$ cat config.mk
export PLATFORM = sky130hd
export DESIGN_NAME = crc16_check
export DESIGN_NICKNAME = d
export VERILOG_FILES = /design/src/rtl/crc16_pkg.sv /design/src/rtl/crc16_byte_step.sv /design/src/rtl/crc16_check.sv
export SDC_FILE = /design/constraint.sdc
export NUM_CORES = 1
export LEC_CHECK = 0
export BUFFER_PORTS_ARGS = -buffer_cell sky130_fd_sc_hd__buf_2
export CORE_ASPECT_RATIO = 0.9
export CORE_MARGIN = 10
export CORE_UTILIZATION = 55
export DETAILED_ROUTE_END_ITERATION = 6
export MAX_ROUTING_LAYER = met4
export PLACE_DENSITY = 0.8
export SLEW_MARGIN = 15
export SYNTH_ARGS = -nofsm -noshare
export SYNTH_HDL_FRONTEND = slang
export SYNTH_HIERARCHICAL = 1
export SYNTH_SLANG_ARGS = --single-unit
$ cat constraint.sdc
create_clock -name clk -period 2.1 [get_ports clk]
set_input_delay 0.42 -clock clk [delete_from_list [all_inputs] [get_ports clk]]
set_output_delay 0.42 -clock clk [all_outputs]
set_load 0.005 [all_outputs]
$ cat src/rtl/crc16_pkg.sv
// crc16_pkg: shared CRC-16 (0x1021) constants and checker state encoding
package crc16_pkg;
  localparam logic [15:0] CRC16_POLY = 16'h1021;
  localparam int CRC16_WIDTH = 16;
  typedef enum logic [2:0] {IDLE, DATA, CRC_HI, CRC_LO, REPORT} state_t;
endpackage

$ cat src/rtl/crc16_byte_step.sv
// crc16_byte_step: one byte of MSB-first CRC-16 update, purely combinational
module crc16_byte_step
  import crc16_pkg::*;
(
  input  logic [CRC16_WIDTH-1:0] crc_in,
  input  logic [7:0]             byte_in,
  output logic [CRC16_WIDTH-1:0] crc_out
);
  always_comb begin
    crc_out = crc_in;
    for (int i = 7; i >= 0; i--)
      crc_out = {crc_out[CRC16_WIDTH-2:0], 1'b0} ^ ((crc_out[CRC16_WIDTH-1] ^ byte_in[i]) ? CRC16_POLY : '0);
  end
endmodule

$ cat src/rtl/crc16_check.sv
// crc16_check: receive-side CRC-16 frame checker; CRC16_CHECK_STATS_EN adds err_cnt/drop_cnt
module crc16_check
  import crc16_pkg::*;
#(
  parameter int          FRAME_LEN = 4,
  parameter logic [15:0] CRC_INIT  = 16'h0000
) (
  input  logic        clk,
  input  logic        rst_n,
  input  logic        in_valid,
  input  logic [7:0]  in_data,
  input  logic        in_sof,
  output logic        in_ready,
  output logic        frame_done,
  output logic        crc_ok,
  output logic        crc_err,
  output logic [15:0] calc_crc,
  output logic [15:0] rx_crc
`ifdef CRC16_CHECK_STATS_EN
  ,
  output logic [15:0] err_cnt,
  output logic [15:0] drop_cnt
`endif
);
  state_t      state;
  logic [15:0] crc, crc_nxt;
  logic [7:0]  cnt, rx_hi;
  logic        acc;
  assign in_ready   = state != REPORT;
  assign acc        = in_valid && in_ready;
  assign frame_done = state == REPORT;
  assign crc_ok     = frame_done && rx_crc == calc_crc;
  assign crc_err    = frame_done && rx_crc != calc_crc;
  // an sof byte restarts from CRC_INIT in any state, which also covers aborts
  crc16_byte_step u_step (
    .crc_in (in_sof ? CRC_INIT : crc),
    .byte_in(in_data),
    .crc_out(crc_nxt)
  );
  always_ff @(posedge clk or negedge rst_n) begin
    if (!rst_n) begin
      state    <= IDLE;
      crc      <= CRC_INIT;
      cnt      <= '0;
      rx_hi    <= '0;
      calc_crc <= '0;
      rx_crc   <= '0;
    end else if (state == REPORT) begin
      state <= IDLE;
    end else if (acc && in_sof) begin
      crc   <= crc_nxt;
      cnt   <= 8'd1;
      state <= (FRAME_LEN == 1) ? CRC_HI : DATA;
    end else if (acc) begin
      case (state)
        DATA: begin
          crc <= crc_nxt;
          cnt <= cnt + 8'd1;
          if (cnt == 8'(FRAME_LEN - 1)) state <= CRC_HI;
        end
        CRC_HI: begin
          rx_hi <= in_data;
          state <= CRC_LO;
        end
        CRC_LO: begin
          rx_crc   <= {rx_hi, in_data};
          calc_crc <= crc;
          state    <= REPORT;
        end
        default: ;
      endcase
    end
  end
`ifdef CRC16_CHECK_STATS_EN
  logic drop;
  assign drop = acc && (in_sof ? state != IDLE : state == IDLE);
  always_ff @(posedge clk or negedge rst_n) begin
    if (!rst_n) begin
      err_cnt  <= '0;
      drop_cnt <= '0;
    end else begin
      if (crc_err && err_cnt != '1) err_cnt <= err_cnt + 16'd1;
      if (drop && drop_cnt != '1) drop_cnt <= drop_cnt + 16'd1;
    end
  end
`endif
endmodule

Word level (Yosys, flattened, before mapping):

Index checks and enable logic that the tools add are counted.

* register bits after elaboration: 67
* output and inout port bits: 36
* input bits: 12
* word-level logic and storage cells: 66

* equal/unequal tests: 9
* muxes and demuxes: 20
* add/sub/neg operators: 1
* bitwise operators: 18
* reduce and logical (&&, ||, !) cells: 12

Operators by type and width (count)
* $xor 16x16->16: 8
* $mux 13: 8
* $mux 16: 4
* $mux 8: 3
* $eq 16x16->1: 1
* $ne 16x16->1: 1
* $mux 3: 4
* $pmux 3 s3: 1
* $add 8x1->8 const B: 1
* $eq 8x2->1 const B: 1
* $reduce_and 4->1: 2
* $xor 1x1->1: 8
* $eq 3x2->1 const B: 2
* $reduce_and 3->1: 2
* $reduce_bool 5->1: 1
* $logic_and 1x1->1: 4
* $ne 4x4->1 const B: 1
* $reduce_bool 2->1: 2
* $eq 3x1->1 const B: 1
* $eq 3x3->1 const B: 1
* $ne 3x3->1 const B: 1
* $reduce_bool 3->1: 1
* $not 1->1: 2

Logic depth before layout (Yosys ltp):

Gate-level depths: netlist of run 1.

* word-level depth: 28
* depth in mapped cells: 6
* depth with buffers taken out: 5

Cells and area by module:

The synthesis of run 1 kept the hierarchy.

By module, submodules not included
* crc16_check: times used 1, sequential area each 1676.6 µm², cells an instance 227, area each 3025.4 µm²
* crc16_byte_step: times used 1, sequential area each 0.0 µm², cells an instance 25, area each 387.9 µm²

Worst setup path before layout of run 1:

No wires, ideal clock.

* kind: input port to flip-flop
* start: in in_sof
* end: reg crc[7]
* stages on the path: 5
* data required time: 1975 ps
* arrival: 1752 ps
* setup slack: 223 ps
* path buffers: 1
* library setup time: 125 ps
* cell sequence: clkbuf_1 > nor2b_1 > xnor2_2 > xnor3_1 > mux2_2

* word-level cells in the longest chain between the ends: 16
* elaborated cells between the ends (all ways): 22
* classes of those cells: mux: 7; bitwise: 11; reduce/logical: 4

Ends and longest elaborated chain
* start, declared: RTL line crc16_check.sv:12 `input logic in_sof,`
* $mux 16 *: RTL line crc16_check.sv:36 `.crc_in (in_sof ? CRC_INIT : crc),`
* $xor 16x16->16 *: RTL line crc16_byte_step.sv:12 `crc_out = {crc_out[CRC16_WIDTH-2:0], 1'b0} ^ ((crc_out[CRC16_WIDTH-1] ^ byte_in[i]) ? CRC16_POLY : '0);`
* $xor 1x1->1: RTL line crc16_byte_step.sv:12
* $mux 13: RTL line crc16_byte_step.sv:12
* $xor 16x16->16 * (4 in a row): RTL line crc16_byte_step.sv:12
* $xor 1x1->1: RTL line crc16_byte_step.sv:12
* $mux 13: RTL line crc16_byte_step.sv:12
* $xor 16x16->16 * (3 in a row): RTL line crc16_byte_step.sv:12
* named net crc_nxt[7]: RTL line crc16_check.sv:26 `logic [15:0] crc, crc_nxt;`
* $mux 16: RTL line crc16_check.sv:55 `case (state)`
* $mux 16: RTL line crc16_check.sv:54 `end else if (acc) begin`
* $mux 16 *: RTL line crc16_check.sv:50 `end else if (acc && in_sof) begin`
* end signal, assigned: RTL line crc16_check.sv:51 `crc <= crc_nxt;`
* end signal, assigned: RTL line crc16_check.sv:57 `crc <= crc_nxt;`
* end, declared: RTL line crc16_check.sv:26

Mark *: on every way through the listed nets, which the timed path passes. The rest lies on a longest branch. The select of a mux whose other input is x is not followed.
A chain may end at the register's enable or synchronous reset.

Worst setup path after layout of run 1:

* start: reg rx_crc[15]
* end: out crc_ok

* word-level cells in the longest chain between the ends: 2

Ends and longest elaborated chain
* start, declared: RTL line crc16_check.sv:18 `output logic [15:0] rx_crc`
* start signal, assigned: RTL line crc16_check.sv:66 `rx_crc <= {rx_hi, in_data};`
* $eq 16x16->1: RTL line crc16_check.sv:32 `assign crc_ok = frame_done && rx_crc == calc_crc;`
* $logic_and 1x1->1: RTL line crc16_check.sv:32
* end, declared: RTL line crc16_check.sv:15 `output logic crc_ok,`

No other way between the ends.

==> results of run 1 <==
## worst min path at each step
stage               start      endpoint  slack (ns)  cells after the start
global route        rst_n  calc_crc[15]        0.11                      1
global placement    rst_n    rx_crc[15]        0.48                      1
finish              rst_n  calc_crc[15]        0.09                      1
CTS                 rst_n     rx_crc[3]         0.1                      1
floorplan           rst_n   calc_crc[0]        0.12                      0
detailed placement  rst_n    rx_crc[15]        0.47                      1
## power groups by stage
stage / Combinational, mW / Clock (mW) / Sequential [mW]
floorplan: 1.57 / 0 / 2.12
global placement: 2.13 / 0 / 2.19
detailed placement: 2.20 / 0 / 2.22
CTS: 2.27 / 1.06 / 2.22
global route: 2.45 / 1.12 / 2.30
finish: 2.25 / 1.02 / 2.22
## state kept, by name (all words and copies together), names as in the netlist
| name | flops |
|---|---|
| cnt | 8 |
| rx_crc | 16 |
| crc | 16 |
| rx_hi | 8 |
| calc_crc | 16 |
| state | 3 |
## area by class of cell
cell class	count	area [um2]
Fill cell	445	2000
Multi-Input combinational cell	170	1720
Sequential cell	67	1680
Timing Repair Buffer	65	408
Clock buffer	10	128
Tap cell	72	90.1
Clock inverter	5	55.1
Inverter	3	11.3
## kinds of logic after synthesis
| logic type | count (synthesis) |
|---|---|
| buffers and inverters | 15 |
| muxes | 56 |
| and+or+nand+nor | 52 |
| AOI/OAI and AO/OA | 17 |
| DFF | 67 |
| xor gates and xnor gates | 44 |
| adders and majority gates | 1 |
## cell usage in the layout (no fill, tap or decap), types with 2 or more instances in the layout
master / instances
mux2_2: 56
nand3_1: 5
xnor3_1: 5
buf_2: 47
a22o_1: 4
clkbuf_8: 9
xnor2_2: 9
a21oi_1: 3
buf_4: 15
nand2_1: 4
clkinvlp_4: 2
buf_12: 3
o21ai_0: 2
xor3_1: 3
clkinv_2: 2
xnor2_1: 20
nand4_1: 5
and3_1: 2
xor2_1: 5
nor4_2: 2
and2_1: 2
inv_1: 3
nand2b_1: 2
nor2b_1: 17
dfrtp_1: 67
nor2_1: 4
## per-layer routing
layer | vias up | wire [um] | track usage
met5 | - | 0 | -
met4 | 0 | 80 | 0.0544
met3 | 10 | 272 | 0.0569
met2 | 51 | 3610 | 0.265
met1 | 1086 | 3230 | 0.199
li1 | 1012 | - | -
## through the flow
step,std cells,util
floorplan,252,-
global placement,376,0.631
detailed placement,376,0.631
CTS,392,0.671
global route,392,0.672
finish,392,0.672
## timing repair
item                                    in CTS  in global routing
gates resized for setup                      7                  1
endpoints found under the setup margin       2                  3
pin swaps                                    6                  2
setup buffers                                1                  0
==> metrics.csv, run 1 <==
stage,metric,value,unit
pwr,p_per_area,1340,nW/um2
pwr,pwr-share-comb,0.409,
timing,fmax,446,MHz
timing,slew_headroom,0.589,
critical_path,cp-start-kind,register,
logic_synthesis,synth_area_leaders,"dfrtp_1 (49%), mux2_2 (18%), xnor2_1 (6.7%)",
floorplan,start_util,0.561,
status,violations,setup timing,
critical_path,r2r_cells,5,
cts,htreeDepth,3,
grt,grtUsageTotal,0.168,
logic_synthesis,yosysMostFrequentCell,dfrtp_1,
logic_synthesis,synth.largest_area_cell,dfrtp_1,
critical_path,cpMaxStageDelayCell,dfrtp_1,
pwr,fin_total_pwr,5.49,mW
floorplan,dieArea,9760,um2
critical_path,critPathArrivalTime,1.82,ns
detailed_routing,ant_nets,0,
logic_synthesis,ys_warn_count,6,
logic_synthesis,synthMuxAreaShare,0.185,
floorplan,ioPinCount,48,
logic_synthesis,ys.flop_type,dfrtp_1,
grt,grt_max_degree,26,
cts,tritoncts,built,
logic_synthesis,async_reset_ff_frac,1.00,
cts,numCtsBuffers,9,
critical_path,crit_chain,xnor2_2 > nand4_1 > nor4_2 > buf_4 > and2_1 > buf_2,
pwr,p_int,3.71,mW
placed_design,placed_area,3840,um2
timing,post-route-period-util,1.07,
logic_synthesis,yosysUniqueCellTypes,44,
logic_synthesis,netlist.area_leader.share,0.491,
placed_design,place_ws,0.000893,ns
critical_path,crit_required,1.68,ns
cts,hold_buffers,0,
pwr,vdd_ir_drop_max,0.653,mV
pwr,p_clk_frac,0.186,
floorplan,row_count,27,
logic_synthesis,syn_inst,252,
logic_synthesis,netlist_area,3410,um2
floorplan,die_w,103,um
cts,cts.sinks,67,
pwr,power_frac_seq,0.404,
layout,syn2layout_area_growth,19.7,%
logic_synthesis,yosys_register_bits,67,
logic_synthesis,synth_top_family_by_area,multiplexers,
pwr,p_sw_frac,0.325,
cts,cts_root_buf,clkbuf_8,
timing,period_needed,2.24,ns
timing,final.setup.tns,-0.240,ns
logic_synthesis,ys_seq_area_frac,0.491,
detailed_routing,routedWlPerCell,18.4,um
timing,layout_setup_ws,-0.141,ns
layout,antennaDiodeCount,0,
critical_path,end_kind,output port,
floorplan,die_y,94.7,um
placed_design,hpwl,5.37,mm
critical_path,r2r_setup_slack,0.18,ns
layout,final_cell_area,4090,um2
timing,maxSlewViolCount,0,
logic_synthesis,syn-num-nets,265,
critical_path,crit_type,register to output port,
logic_synthesis,ys_top_cells_by_count,"dfrtp_1 (67), mux2_2 (56), xnor2_1 (26), nor2b_1 (17), buf_2 (8)",
pwr,p_leak,1.99,nW
timing,setup-violations-final,2,
worst_hold_path,hold_path.class,input pin to async pin,
grt,antenna_found_initial,0,
floorplan,placeableCoreArea,6080,um2
logic_synthesis,syn_avg_cell_area,13.5,um2
critical_path,regToRegEndpoint,state[0],
critical_path,crit_fanout,3,
critical_path,cp.depth,6,
critical_path,max_stage_delay,0.41,ns
grt,grt_overflow_total,0,
cts,clock_path_buffers,2,
logic_synthesis,synth_compound_area_frac,0.0352,
logic_synthesis,synthAdderAreaFrac,0.00367,
timing,worst_pin_slew,0.616,ns
detailed_routing,num_vias,2159,
placed_design,port_buffers,47,
timing,hold_slack,0.0861,ns
logic_synthesis,yosys.area_share.simple,0.0986,
logic_synthesis,synthXorXnorAreaFrac,0.164,
detailed_routing,dr.pass1.iters,4,
layout,drive_gt1_frac,0.472,
detailed_routing,drt_iter0_drc,96,
placed_design,gp_congestion,0.864,
cts,clkTransAtPathRegs,0.07,ns
timing,rsz0062_at_grt,yes,
cts,clk_latency,0.35,ns
logic_synthesis,synth_edf_count,0,
timing,fin_skew,0.00558,ns
layout,nets,329,
status,status,"complete, but fails checks",
critical_path,worst-path-buf-inv,2,
grt,grt_pass1_wl,12.1,mm
detailed_routing,drt-total-wl,7.20,mm
detailed_routing,drc,0,
pwr,p_switching,1.78,mW
critical_path,cpLargestDelayFamily,simple AND/OR/NAND/NOR gates,
timing,hold_viol,0,
run,maxCapViolations,0,
critical_path,critPathCapture,crc_ok,
detailed_routing,viasPerCell,5.51,
critical_path,startpoint,rx_crc[15],
grt,grt_pass1_vias,2364,
critical_path,regToRegStartpoint,cnt[0],
No activity file was read; power rests on OpenSTA's default activity.
==> run 2: changes to the inputs <==
--- a/config.mk
+++ b/config.mk
@@ -12,6 +12,7 @@
 export DETAILED_ROUTE_END_ITERATION = 6
 export MAX_ROUTING_LAYER = met4
 export PLACE_DENSITY = 0.8
+export SETUP_SLACK_MARGIN = 0.1
 export SLEW_MARGIN = 15
 export SYNTH_ARGS = -nofsm -noshare
 export SYNTH_HDL_FRONTEND = slang
==> metrics.csv, run 2 (synthesis results as in run 1) <==
stage,metric,value,unit,change
detailed_routing,drc,0,,unchanged
floorplan,start_util,0.561,,unchanged
pwr,fin_total_pwr,5.51,mW,+0.38%
detailed_routing,ant_nets,0,,unchanged
cts,numCtsBuffers,9,,unchanged
detailed_routing,viasPerCell,5.49,,-0.32%
timing,fmax,446,MHz,-0.12%
layout,top_regs,"calc_crc: 16 flops, crc: 16 flops, rx_crc: 16 flops",,
cts,clock_path_buffers,2,,unchanged
grt,grtUsageTotal,0.168,,unchanged
layout,syn2layout_area_growth,20.1,%,
run,maxCapViolations,0,,unchanged
placed_design,hpwl,5.37,mm,unchanged
critical_path,crit_fanout,3,,unchanged
critical_path,worst-path-buf-inv,2,,unchanged
pwr,p_per_area,1340,nW/um2,about the same
critical_path,max_stage_delay,0.41,ns,about the same
timing,setup-violations-final,2,,unchanged
critical_path,cpLargestDelayFamily,simple AND/OR/NAND/NOR gates,,
floorplan,ioPinCount,48,,unchanged
pwr,p_leak,1.99,nW,about the same
grt,grt_pass1_vias,2364,,unchanged
floorplan,dieArea,9760,um2,unchanged
timing,layout_setup_ws,-0.144,ns,-0.00275 ns
detailed_routing,drt_iter0_drc,89,,-7.3%
placed_design,dp_cells,376,,unchanged
floorplan,placeableCoreArea,6080,um2,unchanged
layout,drive_gt1_frac,0.481,,+0.00938
timing,maxSlewViolCount,0,,unchanged
critical_path,end_kind,output port,,
timing,period_needed,2.24,ns,+0.00275 ns
detailed_routing,dr.pass1.iters,4,,unchanged
timing,slew_headroom,0.587,,-0.00212
placed_design,port_buffers,47,,unchanged
cts,htreeDepth,3,,unchanged
timing,final.setup.tns,-0.238,ns,+0.00283 ns
critical_path,crit_chain,xnor2_2 > nand4_1 > nor4_2 > buf_4 > and2_1 > buf_2,,
cts,clkTransAtPathRegs,0.07,ns,about the same
floorplan,die_w,103,um,unchanged
timing,rsz0062_at_grt,yes,,
grt,antenna_found_initial,0,,unchanged
worst_hold_path,hold_path.class,input pin to async pin,,
critical_path,critPathArrivalTime,1.82,ns,about the same
timing,fin_skew,0.00605,ns,+0.000468 ns
critical_path,cp-start-kind,register,,
pwr,vdd_ir_drop_max,0.653,mV,about the same
timing,worst_pin_slew,0.619,ns,+0.00318 ns
cts,cts.sinks,67,,unchanged
timing,hold_viol,0,,unchanged
layout,final_cell_mix,"dfrtp_1 (66), mux2_2 (56), buf_2 (47), xnor2_1 (20), nor2b_1 (17)",,
status,status,"complete, but fails checks",,
placed_design,gp_congestion,0.864,,unchanged
floorplan,row_count,27,,unchanged
critical_path,cpMaxStageDelayCell,dfrtp_1,,
grt,grt_pass1_wl,12.1,mm,unchanged
cts,cts_root_buf,clkbuf_8,,
floorplan,die_y,94.7,um,unchanged
detailed_routing,routedWlPerCell,18.4,um,+0.14%
critical_path,crit_type,register to output port,,
critical_path,crit_required,1.68,ns,about the same
layout,fin_cells,392,,unchanged
detailed_routing,drt-total-wl,7.21,mm,+0.14%
layout,postLayoutCoreUtil,0.674,,+0.00247
status,violations,setup timing,,
detailed_routing,num_vias,2152,,-0.32%
grt,grt_overflow_total,0,,unchanged
layout,nets,329,,unchanged
grt,grt_max_degree,26,,unchanged
layout,layout_commonest_cell,dfrtp_1,,
cts,clk_latency,0.35,ns,about the same
critical_path,startpoint,rx_crc[15],,
timing,post-route-period-util,1.07,,+0.00131
layout,fill_cells,442,,-0.67%
layout,antennaDiodeCount,0,,unchanged
cts,tritoncts,built,,
placed_design,place_ws,0.000893,ns,unchanged
critical_path,regToRegStartpoint,cnt[0],,
==> run 2: cell types whose count changed in the layout (fill, tap and decap cells not counted) <==
cell | before | now
ha_2 | 0 | 1
dfrtp_1 | 67 | 66
ha_1 | 1 | 0
or3b_1 | 1 | 0
dfrtp_2 | 0 | 1
nor4_2 | 2 | 1
nor4_4 | 0 | 1
or3b_4 | 0 | 1
==> run 2: repair_timing <==
| item | in CTS | in global routing |
|---|---|---|
| hold buffers | 0 | 0 |
| pin swaps | 6 | 2 |
| buffers inserted | 1 | 0 |
| hold endpoints to repair | 0 | 0 |
| gates cloned | 0 | 0 |
| resized for setup | 7 | 5 |
| setup endpoints to repair | 2 | 6 |
==> run 2: report_power, final <==
part	switching, mW	internal [mW]
Clock	0.486	0.537
Combinational	0.867	1.39
Sequential	0.442	1.79
==> run 2: cell type report <==
type / count / area (um2) / area share
Clock buffer: 10 / 128 / 0.0311
Clock inverter: 5 / 55.1 / 0.0134
Inverter: 3 / 11.3 / 0.00275
Multi-Input combinational cell: 170 / 1730 / 0.422
Sequential cell: 67 / 1680 / 0.409
Tap cell: 72 / 90.1 / 0.0220
Timing Repair Buffer: 65 / 408 / 0.0995
==> run 2: worst paths after layout <==
| check | to | slack [ns] | depth (start not counted) |
|---|---|---|---|
| min in group clk | rx_hi[0] | 0.35 | 2 |
| hold reg to reg | rx_crc[15] | 0.51 | 1 |
| setup / recovery | crc_ok | -0.14 | 6 |
| setup reg to reg | state[0] | 0.22 | 5 |
| hold / removal | calc_crc[15] | 0.09 | 1 |
| max in group asynchronous | rx_crc[13] | 1.47 | 2 |
==> run 2: through the flow <==
step	hold WS (ns)	instance area, um2
finish	0.0872	4100
detailed placement	0.473	3840
floorplan	0.124	3410
global route	0.113	4100
global placement	0.478	3840
CTS	0.0978	4080
==> run 2: metal layers <==
layer	global-route usage	routed length (um)
met1	0.199	3250
met2	0.265	3620
met3	0.0569	252
met4	0.0544	74
met5	-	0
==> run 3: changes to the inputs <==
--- a/config.mk
+++ b/config.mk
@@ -16,5 +16,4 @@
 export SLEW_MARGIN = 15
 export SYNTH_ARGS = -nofsm -noshare
 export SYNTH_HDL_FRONTEND = slang
-export SYNTH_HIERARCHICAL = 1
 export SYNTH_SLANG_ARGS = --single-unit
==> metrics.csv, run 3 <==
stage,metric,value,unit,change
layout,syn2layout_area_growth,17.7,%,
timing,period_needed,2.18,ns,-0.0597 ns
grt,antenna_found_initial,0,,unchanged
cts,numCtsBuffers,9,,unchanged
logic_synthesis,yosysMostFrequentCell,dfrtp_1,,
floorplan,dieArea,9500,um2,-2.7%
timing,final.setup.tns,-0.115,ns,+0.123 ns
timing,maxSlewViolCount,0,,unchanged
logic_synthesis,yosys_register_bits,67,,unchanged
run,maxCapViolations,0,,unchanged
placed_design,place_ws,0.148,ns,+0.147 ns
logic_synthesis,ys.flop_type,dfrtp_1,,
detailed_routing,wl_met2,3.20,mm,-12%
layout,nets,342,,+4.0%
cts,tritoncts,built,,
detailed_routing,routed-wl-met3,380,um,+51%
timing,slew_headroom,0.602,,+0.0148
timing,layout_setup_ws,-0.0839,ns,+0.0597 ns
critical_path,crit_fanout,3,,unchanged
logic_synthesis,yosysUniqueCellTypes,37,,-16%
logic_synthesis,syn-num-nets,292,,+10%
grt,grt_pass1_wl,11.3,mm,-6.6%
layout,final_cell_area,3880,um2,-5.2%
critical_path,critPathArrivalTime,1.76,ns,-0.06 ns
detailed_routing,drt-met1-wl,3.19,mm,-1.8%
timing,worst_pin_slew,0.597,ns,-0.0222 ns
layout,fill_cells,441,,-0.23%
worst_hold_path,hold_path.class,input pin to async pin,,
cts,clkTransAtPathRegs,0.07,ns,about the same
floorplan,row_count,26,,-3.7%
grt,grt_max_degree,43,,+65%
layout,drive_gt1_frac,0.254,,-0.227
logic_synthesis,ys_warn_count,0,,-6
logic_synthesis,syn_avg_cell_area,11.8,um2,-13%
status,violations,setup timing,,
pwr,p_leak,1.89,nW,-4.8%
critical_path,end_kind,output port,,
detailed_routing,routedWlPerCell,17.1,um,-7.1%
detailed_routing,ant_nets,0,,unchanged
timing,post-route-period-util,1.04,,-0.0284
timing,hold_viol,0,,unchanged
placed_design,dp_cells,387,,+2.9%
grt,grtUsageTotal,0.158,,-0.0105
layout,top_regs,"calc_crc: 16 flops, crc: 16 flops, rx_crc: 16 flops",,
layout,antennaDiodeCount,0,,unchanged
timing,rsz0062_at_grt,yes,,
logic_synthesis,synth.largest_area_cell,dfrtp_1,,
cts,hold_buffers,0,,unchanged
cts,htreeDepth,3,,unchanged
timing,fin_skew,0.00443,ns,-0.00161 ns
critical_path,cp-start-kind,register,,
status,status,"complete, but fails checks",,
logic_synthesis,netlist_area,3300,um2,-3.3%
layout,final_cell_mix,"dfrtp_1 (67), buf_2 (47), xnor2_1 (42), mux2_1 (39), nand2_1 (22)",,
grt,grt_overflow_total,0,,unchanged
detailed_routing,maxUsedRoutingLayer,met4,,
detailed_routing,viasPerCell,5.47,,-0.36%
logic_synthesis,synth_edf_count,0,,unchanged
cts,clock_path_buffers,2,,unchanged
floorplan,placeableCoreArea,5760,um2,-5.3%
pwr,vdd_ir_drop_max,0.757,mV,+16%
floorplan,ioPinCount,48,,unchanged
detailed_routing,drt_iter0_drc,92,,+3.4%
critical_path,r2r_setup_slack,0.39,ns,+0.17 ns
critical_path,crit_type,register to output port,,
logic_synthesis,synth_area_leaders,"dfrtp_1 (51%), mux2_1 (13%), xnor2_1 (12%)",,
floorplan,die_w,102,um,-1.4%
placed_design,gp_congestion,0.827,,-4.3%
layout,layout_commonest_cell,dfrtp_1,,
placed_design,port_buffers,47,,unchanged
critical_path,r2r_cells,5,,unchanged
cts,cts_root_buf,clkbuf_8,,
placed_design,hpwl,4.85,mm,-9.7%
placed_design,placed_area,3590,um2,-6.5%
detailed_routing,drc,0,,unchanged
timing,setup-violations-final,2,,unchanged
critical_path,regToRegStartpoint,cnt[0],,
logic_synthesis,netlist.area_leader.share,0.508,,+0.0170
logic_synthesis,ys_top_cells_by_count,"dfrtp_1 (67), xnor2_1 (45), mux2_1 (39), nand2_1 (22), nor2_1 (17)",,
floorplan,die_y,93.5,um,-1.3%
critical_path,crit_required,1.68,ns,about the same
critical_path,regToRegEndpoint,state[0],,
pwr,p_per_area,1330,nW/um2,-0.94%
logic_synthesis,async_reset_ff_frac,1.00,,unchanged
cts,cts.sinks,67,,unchanged
detailed_routing,num_vias,2210,,+2.7%
detailed_routing,dr.pass1.iters,4,,unchanged
timing,fmax,458,MHz,+2.7%
logic_synthesis,ys_seq_area_frac,0.508,,+0.0170
detailed_routing,drt-total-wl,6.90,mm,-4.2%
layout,fin_cells,404,,+3.1%
floorplan,start_util,0.573,,+0.0117
grt,grt_pass1_vias,2250,,-4.8%
cts,clk_latency,0.34,ns,about the same
logic_synthesis,syn_inst,279,,+11%
-- run 3: changes by cell type in the layout (fill, tap and decap cells not counted), moves of 5 or more --
cell	previous run	this run
buf_4	15	4
mux2_1	0	39
mux2_2	56	2
nand2_1	4	22
nor2_1	4	17
nor2b_1	17	8
o21ai_1	0	16
xnor2_1	20	42
xnor3_1	5	0
-- run 3: final cells by class --
type                       instances  area (um2)  area share
sequential                        67        1680       0.432
tap                               70        87.6      0.0225
clock inverter                     6         113      0.0290
multi-input combinational        197        1580       0.406
clock buffer                      10         138      0.0354
timing repair buffer              52         285      0.0734
inverter                           2        7.51     0.00193
-- run 3: kinds of logic after synthesis --
group | Yosys count | synth area share
and+or+nand+nor | 70 | 0.117
DFF | 67 | 0.508
xor gates and xnor gates | 55 | 0.155
muxes | 41 | 0.140
AOI/OAI and AO/OA | 30 | 0.0512
buffers and inverters | 15 | 0.0250
adders and majority gates | 1 | 0.00379
-- run 3: through the flow --
step | util | power (mW) | hold WS (ns)
6_report | 0.675 | 5.17 | 0.0731
5_1_grt | 0.675 | 5.50 | 0.114
4_1_cts | 0.672 | 5.21 | 0.0823
3_5_place_dp | 0.623 | 3.78 | 0.460
3_3_place_gp | 0.623 | 3.70 | 0.459
2_1_floorplan | - | 3.26 | 0.124
-- run 3: power by group --
part / internal, mW / switching (mW)
sequential: 1.70 / 0.434
combinational: 0.921 / 0.796
clock: 0.823 / 0.498
-- run 3: layer usage --
layer	vias up	GRT usage
met5	-	-
met4	0	0.0821
met3	10	0.0405
met2	54	0.238
met1	1103	0.192
li1	1043	-
-- run 3: what timing repair did --
item | in CTS | in global routing
endpoints found under the setup margin | 2 | 2
pin swaps | 2 | 4
buffers inserted | 0 | 1
resized for setup | 4 | 1
-- run 3: how the worst max path moves through the flow --
stage	endpoint	slack [ns]	start	cells past startpoint
after global placement	crc_ok	0.17	calc_crc[15]	5
after global routing	crc_ok	-0.18	rx_crc[0]	5
final	crc_ok	-0.08	calc_crc[7]	5
after detailed placement	crc_ok	0.15	calc_crc[15]	5
after floorplan	crc_ok	0.56	calc_crc[15]	4
after CTS	crc_ok	-0.14	calc_crc[12]	5
-- run 3: worst max-delay path: stages (launching register included) --
cell and delay (ns):
dfrtp_1 0.41, xnor2_1 0.17, nand4_1 0.21, nor4_4 0.36
and2_1 0.16, buf_2 0.10
